### src/rtl/fft_loader_pkg.sv
// Shared constants and FSM state encoding for the fft_loader feeder.
package fft_loader_pkg;

  localparam int FFT_LOGN = 3;
  localparam int FFT_N    = 1 << FFT_LOGN;
  localparam int FFT_DW   = 128;
  localparam int FFT_AW   = 32;

  typedef enum logic [2:0] {
    IDLE = 3'd0,
    LOAD = 3'd1,
    KICK = 3'd2,
    ARM  = 3'd3,
    RUN  = 3'd4
  } state_e;

endpackage

### src/rtl/fft_loader_bit_reverse.sv
// Combinational bit-order reversal used to permute sample addresses.
module bit_reverse #(
  parameter int W = 3
) (
  input  logic [W-1:0] in_bits,
  output logic [W-1:0] out_bits
);

  always_comb begin
    out_bits = '0;
    for (int i = 0; i < W; i++) begin
      out_bits[i] = in_bits[W-1-i];
    end
  end

endmodule

### src/rtl/fft_loader.sv
// Loads one N-sample frame into the fft core memory, kicks the core, waits for completion.
// Optional FFT_LOADER_BITREV_EN: loader writes in bit-reversed address order itself.
module fft_loader
  import fft_loader_pkg::*;
#(
  parameter int LOGN = FFT_LOGN,
  parameter int DW   = FFT_DW,
  parameter int AW   = FFT_AW
) (
  input  logic          clk,
  input  logic          rst,
  input  logic          start,
  input  logic          in_valid,
  output logic          in_ready,
  input  logic [DW-1:0] in_data,
  input  logic          fft_busy,
  output logic          fft_sig,
  output logic          fft_we,
  output logic          fft_rev,
  output logic [AW-1:0] fft_addr,
  output logic [DW-1:0] fft_din,
  output logic          loading,
  output logic          frame_done
);

  localparam int N = 1 << LOGN;
  localparam logic [LOGN:0] LAST = (LOGN + 1)'(N - 1);

  state_e        state_q, state_d;
  logic [LOGN:0] count_q, count_d;
  logic          in_ready_q, in_ready_d;
  logic          fft_sig_q, fft_sig_d;
  logic          fft_we_q, fft_we_d;
  logic          fft_rev_q, fft_rev_d;
  logic [AW-1:0] fft_addr_q, fft_addr_d;
  logic [DW-1:0] fft_din_q, fft_din_d;
  logic          loading_q, loading_d;
  logic          frame_done_q, frame_done_d;
  logic [LOGN-1:0] addr_idx;

`ifdef FFT_LOADER_BITREV_EN
  bit_reverse #(.W(LOGN)) u_bit_reverse (
    .in_bits  (count_q[LOGN-1:0]),
    .out_bits (addr_idx)
  );
`else
  assign addr_idx = count_q[LOGN-1:0];
`endif

  always_comb begin
    state_d      = state_q;
    count_d      = count_q;
    fft_sig_d    = 1'b0;
    fft_we_d     = 1'b0;
    fft_addr_d   = fft_addr_q;
    fft_din_d    = fft_din_q;
    frame_done_d = 1'b0;

    case (state_q)
      IDLE: begin
        if (start) begin
          state_d = LOAD;
          count_d = '0;
        end
      end
      LOAD: begin
        if (in_valid && in_ready_q) begin
          fft_we_d   = 1'b1;
          fft_addr_d = AW'(addr_idx);
          fft_din_d  = in_data;
          count_d    = count_q + 1'b1;
          if (count_q == LAST) begin
            state_d = KICK;
          end
        end
      end
      KICK: begin
        fft_sig_d = 1'b1;
        state_d   = ARM;
      end
      ARM: begin
        if (fft_busy) begin
          state_d = RUN;
        end
      end
      RUN: begin
        if (!fft_busy) begin
          frame_done_d = 1'b1;
          state_d      = IDLE;
        end
      end
      default: state_d = IDLE;
    endcase

    // Ready/loading are registered off the next state so they line up with LOAD exactly.
    in_ready_d = (state_d == LOAD);
    loading_d  = (state_d == LOAD);
`ifdef FFT_LOADER_BITREV_EN
    fft_rev_d  = 1'b0;
`else
    fft_rev_d  = fft_we_d;
`endif
  end

  always_ff @(posedge clk) begin
    if (rst) begin
      state_q      <= IDLE;
      count_q      <= '0;
      in_ready_q   <= 1'b0;
      fft_sig_q    <= 1'b0;
      fft_we_q     <= 1'b0;
      fft_rev_q    <= 1'b0;
      fft_addr_q   <= '0;
      fft_din_q    <= '0;
      loading_q    <= 1'b0;
      frame_done_q <= 1'b0;
    end else begin
      state_q      <= state_d;
      count_q      <= count_d;
      in_ready_q   <= in_ready_d;
      fft_sig_q    <= fft_sig_d;
      fft_we_q     <= fft_we_d;
      fft_rev_q    <= fft_rev_d;
      fft_addr_q   <= fft_addr_d;
      fft_din_q    <= fft_din_d;
      loading_q    <= loading_d;
      frame_done_q <= frame_done_d;
    end
  end

  assign in_ready   = in_ready_q;
  assign fft_sig    = fft_sig_q;
  assign fft_we     = fft_we_q;
  assign fft_rev    = fft_rev_q;
  assign fft_addr   = fft_addr_q;
  assign fft_din    = fft_din_q;
  assign loading    = loading_q;
  assign frame_done = frame_done_q;

endmodule

### config.mk
export PLATFORM = sky130hd
export DESIGN_NAME = fft_loader
export DESIGN_NICKNAME = d
export VERILOG_FILES = /design/src/rtl/fft_loader_pkg.sv /design/src/rtl/fft_loader_bit_reverse.sv /design/src/rtl/fft_loader.sv
export SDC_FILE = /design/constraint.sdc
export NUM_CORES = 1
export LEC_CHECK = 0
export ABC_CLOCK_PERIOD_IN_PS = 2350
export CORE_MARGIN = 2
export CORE_UTILIZATION = 42
export DETAILED_ROUTE_END_ITERATION = 12
export PLACE_DENSITY = 0.91
export SLEW_MARGIN = 20
export SYNTH_ARGS = -nofsm -noshare
export SYNTH_HDL_FRONTEND = slang
export SYNTH_HIERARCHICAL = 1
export SYNTH_SLANG_ARGS = --single-unit
### constraint.sdc
create_clock -name clk -period 2.35 [get_ports clk]
set_input_delay 0.47 -clock clk [delete_from_list [all_inputs] [get_ports clk]]
set_output_delay 0.47 -clock clk [all_outputs]
set_load 0.05 [all_outputs]
==> flow_summary.yaml <==
detailed_routing:
  viasPerCell: 5.43
  drt-total-wl_um: 17900
  drc: 0
  first_pass_iters: 5
  dr_total_vias: 5943
  ant_nets: 0
  drtIter0Drc: 545
  wl_per_cell_um: 16.3
timing:
  worst_slew_pin_slew_ns: 0.607
  finalHoldViolCount: 0
  clock_skew_ns: 0.00650
  setup_violations: 0
  period_share_pct: 94.0
  rsz0062_at_grt: "no"
  fin_setup_tns_ns: 0
  report.final.slew_viol_count: 0
  relSlewSlack_pct: 59.5
  fmax_mhz: 453
  min_period_ns: 2.21
critical_path:
  crit_family: "buffers and inverters"
  critPathLaunchType: "flop"
  worst-path-buf-inv: 1
  cp_slowest_cell: "clkdlybuf4s50_1"
  arrival_ns: 1.74
  cp.depth: 1
  worstPathMaxFanout: 5
  critPathRequiredTime_ns: 1.88
  slowest_delay_ns: 0.87
  rr_worst_depth: 4
  crit_chain: "clkdlybuf4s50_1"
  cp-end-kind: "primary output"
  crit_type: "reg2out"
logic_synthesis:
  ys_warn_count: 6
  yosysTopAreaCellShare_pct: 50.8
  synthMuxAreaShare_pct: 0
  syn_area_per_cell_um2: 8.21
  ys_seq_area_share_pct: 50.8
  ys_ff_latch: 142
  synth-simple-area-share_pct: 13.9
  synth_xor_area_share_pct: 0
  synth_compound_area_share_pct: 25.0
  syn_inst: 681
  synth_cell_types: 30
  synth_fa_ha_area_share_pct: 0.224
  yosysTopAreaCell: "dfxtp_1"
  synth_top_family_by_area: "compound AO/OA/AOI/OAI gates"
  synth_area_leaders: "dfxtp_1 51%, a21oi_1 12%, o21ai_0 12%, nand3_1 12%, buf_4 4.2%"
  synthesis.area_um2: 5590
clock_tree:
  cts_hold_buffers: 0
  insertion_delay_ns: 0.41
  clock-root-buffer: "clkbuf_16"
  cts_resized: 0
  cts-buffers-inserted: 17
  clk_path_buf_depth: 2
  cts-htree-levels: 4
  post-cts-setup-buffers: 0
  clkSinkCount: 142
  path_clk_slew_ns: 0.06
  cts_tree: "yes"
power_and_ir_drop:
  p_leak_nw: 3.03
  powerDensity_nw_per_um2: 687
  power_frac_seq_pct: 40.3
  combPwrFrac_pct: 12.7
  switchingPower_mw: 1.47
  p_int_mw: 4.69
  ir_drop_mv: 0.438
  clkPwrFrac_pct: 47.0
  swShare_pct: 23.9
floorplanning:
  io_pins: 299
  rows: 42
  die_height_um: 119
  die_area_um2: 14300
  initial_utilization_pct: 42.6
  die_w_um: 119
  core_um2: 13100
global_routing:
  grt_max_degree: 72
  grtUsageMet1_pct: 28.7
  grt_use_met3_pct: 6.99
  antenna_found_initial: 0
  gr-max-usage-layer: "met2"
  grt_util_met2_pct: 41.1
  gr-total-overflow: 0
  grt_pass1_wl_um: 27900
  grt_usage_pct: 24.3
  grt_pass1_vias: 5555
placement:
  dp_hpwl_um: 11600
  io_buffers: 269
  gp_routability_congestion: 0.792
job:
  maxCapViolCount: 0
final_layout:
  num_antenna_cells: 0
  mostFrequentLayoutCells: "268 x clkdlybuf4s50_1, 142 x dfxtp_1, 135 x a21oi_1"
  syn2layout_area_growth_pct: 60.4
  layout_commonest_cell: "clkdlybuf4s50_1"
  final_nets: 1040
  final_core_utilization_pct: 68.3
  nFillCells: 1028
  drive_gt1_share_pct: 5.66
hold_path:
  hold_class: "in2reg"
  hold_path_depth: 2
status:
  status: "finished clean"
==> layout make-up <==
| class | count | area, um^2 | share of cell area, % |
|---|---|---|---|
| clock buffers | 20 | 447 | 4.98 |
| flip-flops and latches | 142 | 2840 | 31.7 |
| inverters | 3 | 11.3 | 0.126 |
| well taps | 176 | 220 | 2.46 |
| clock inverters | 12 | 191 | 2.13 |
| repair buffers | 285 | 2940 | 32.7 |
| multi-input cells | 457 | 2320 | 25.9 |
==> sequential cells by signal (all words and copies together) (netlist names) <==
name	count
fft_din	128
fft_rev	1
fft_addr	3
state_q	3
fft_sig	1
count_q	4
frame_done	1
loading	1
==> layer usage <==
metal / routed length [um] / part of all wire [%] / vias up
met2: 8920 / 50 / 280
met5: 0 / 0 / -
met3: 1430 / 8.0 / 43
li1: - / - / 2818
met4: 471 / 2.6 / 0
met1: 7060 / 39 / 2802
==> Yosys cell counts <==
cell / number
a21oi_1: 135
a311oi_1: 1
a31o_2: 1
and3_1: 1
and3b_1: 1
buf_1: 12
buf_2: 5
buf_4: 31
buf_6: 3
clkbuf_1: 56
conb_1: 1
dfxtp_1: 142
ha_1: 1
inv_1: 3
nand2_1: 1
nand2b_1: 1
nand3_1: 133
nand4_1: 1
nand4b_1: 1
nor2_1: 3
nor3_1: 2
nor3b_1: 1
nor4_1: 2
o21a_1: 1
o21ai_0: 134
o22ai_1: 1
o31ai_1: 3
or2_4: 1
or3_1: 2
or4_1: 1
==> metrics by stage <==
stage	power, mW	hold WS [ns]	worst slack, ns	cells	cell area (um^2)
2_1_floorplan	2.98	0.451	0.607	709	5700
3_3_place_gp	3.30	0.458	0.320	1063	8330
3_5_place_dp	3.31	0.465	0.248	1063	8330
4_1_cts	6.20	0.331	0.118	1095	8970
5_1_grt	6.36	0.349	0.0877	1095	8970
6_report	6.16	0.349	0.140	1095	8970
==> power by group through the flow <==
stage	clock [mW]	sequential [mW]	combinational (mW)
detailed placement	0	2.54	0.773
finish	2.90	2.49	0.781
CTS	2.94	2.49	0.780
global placement	0	2.54	0.768
global route	3.05	2.49	0.817
floorplan	0	2.70	0.275
==> logic make-up after synthesis <==
kind of cell,after synthesis
adder cells (fa/ha/maj),1
AND/OR/NAND/NOR,151
AO/OA/AOI/OAI,276
other,1
buffers and inverters,110
flip-flops,142
==> final timing paths <==
check                       to  slack [ns]         from
setup / recovery      in_ready        0.14      loading
hold reg to reg    fft_din[90]        0.47  fft_din[90]
setup reg to reg   fft_din[55]        0.61   state_q[0]
hold / removal    fft_din[119]        0.35          rst
(Power assumes the default switching activity.)
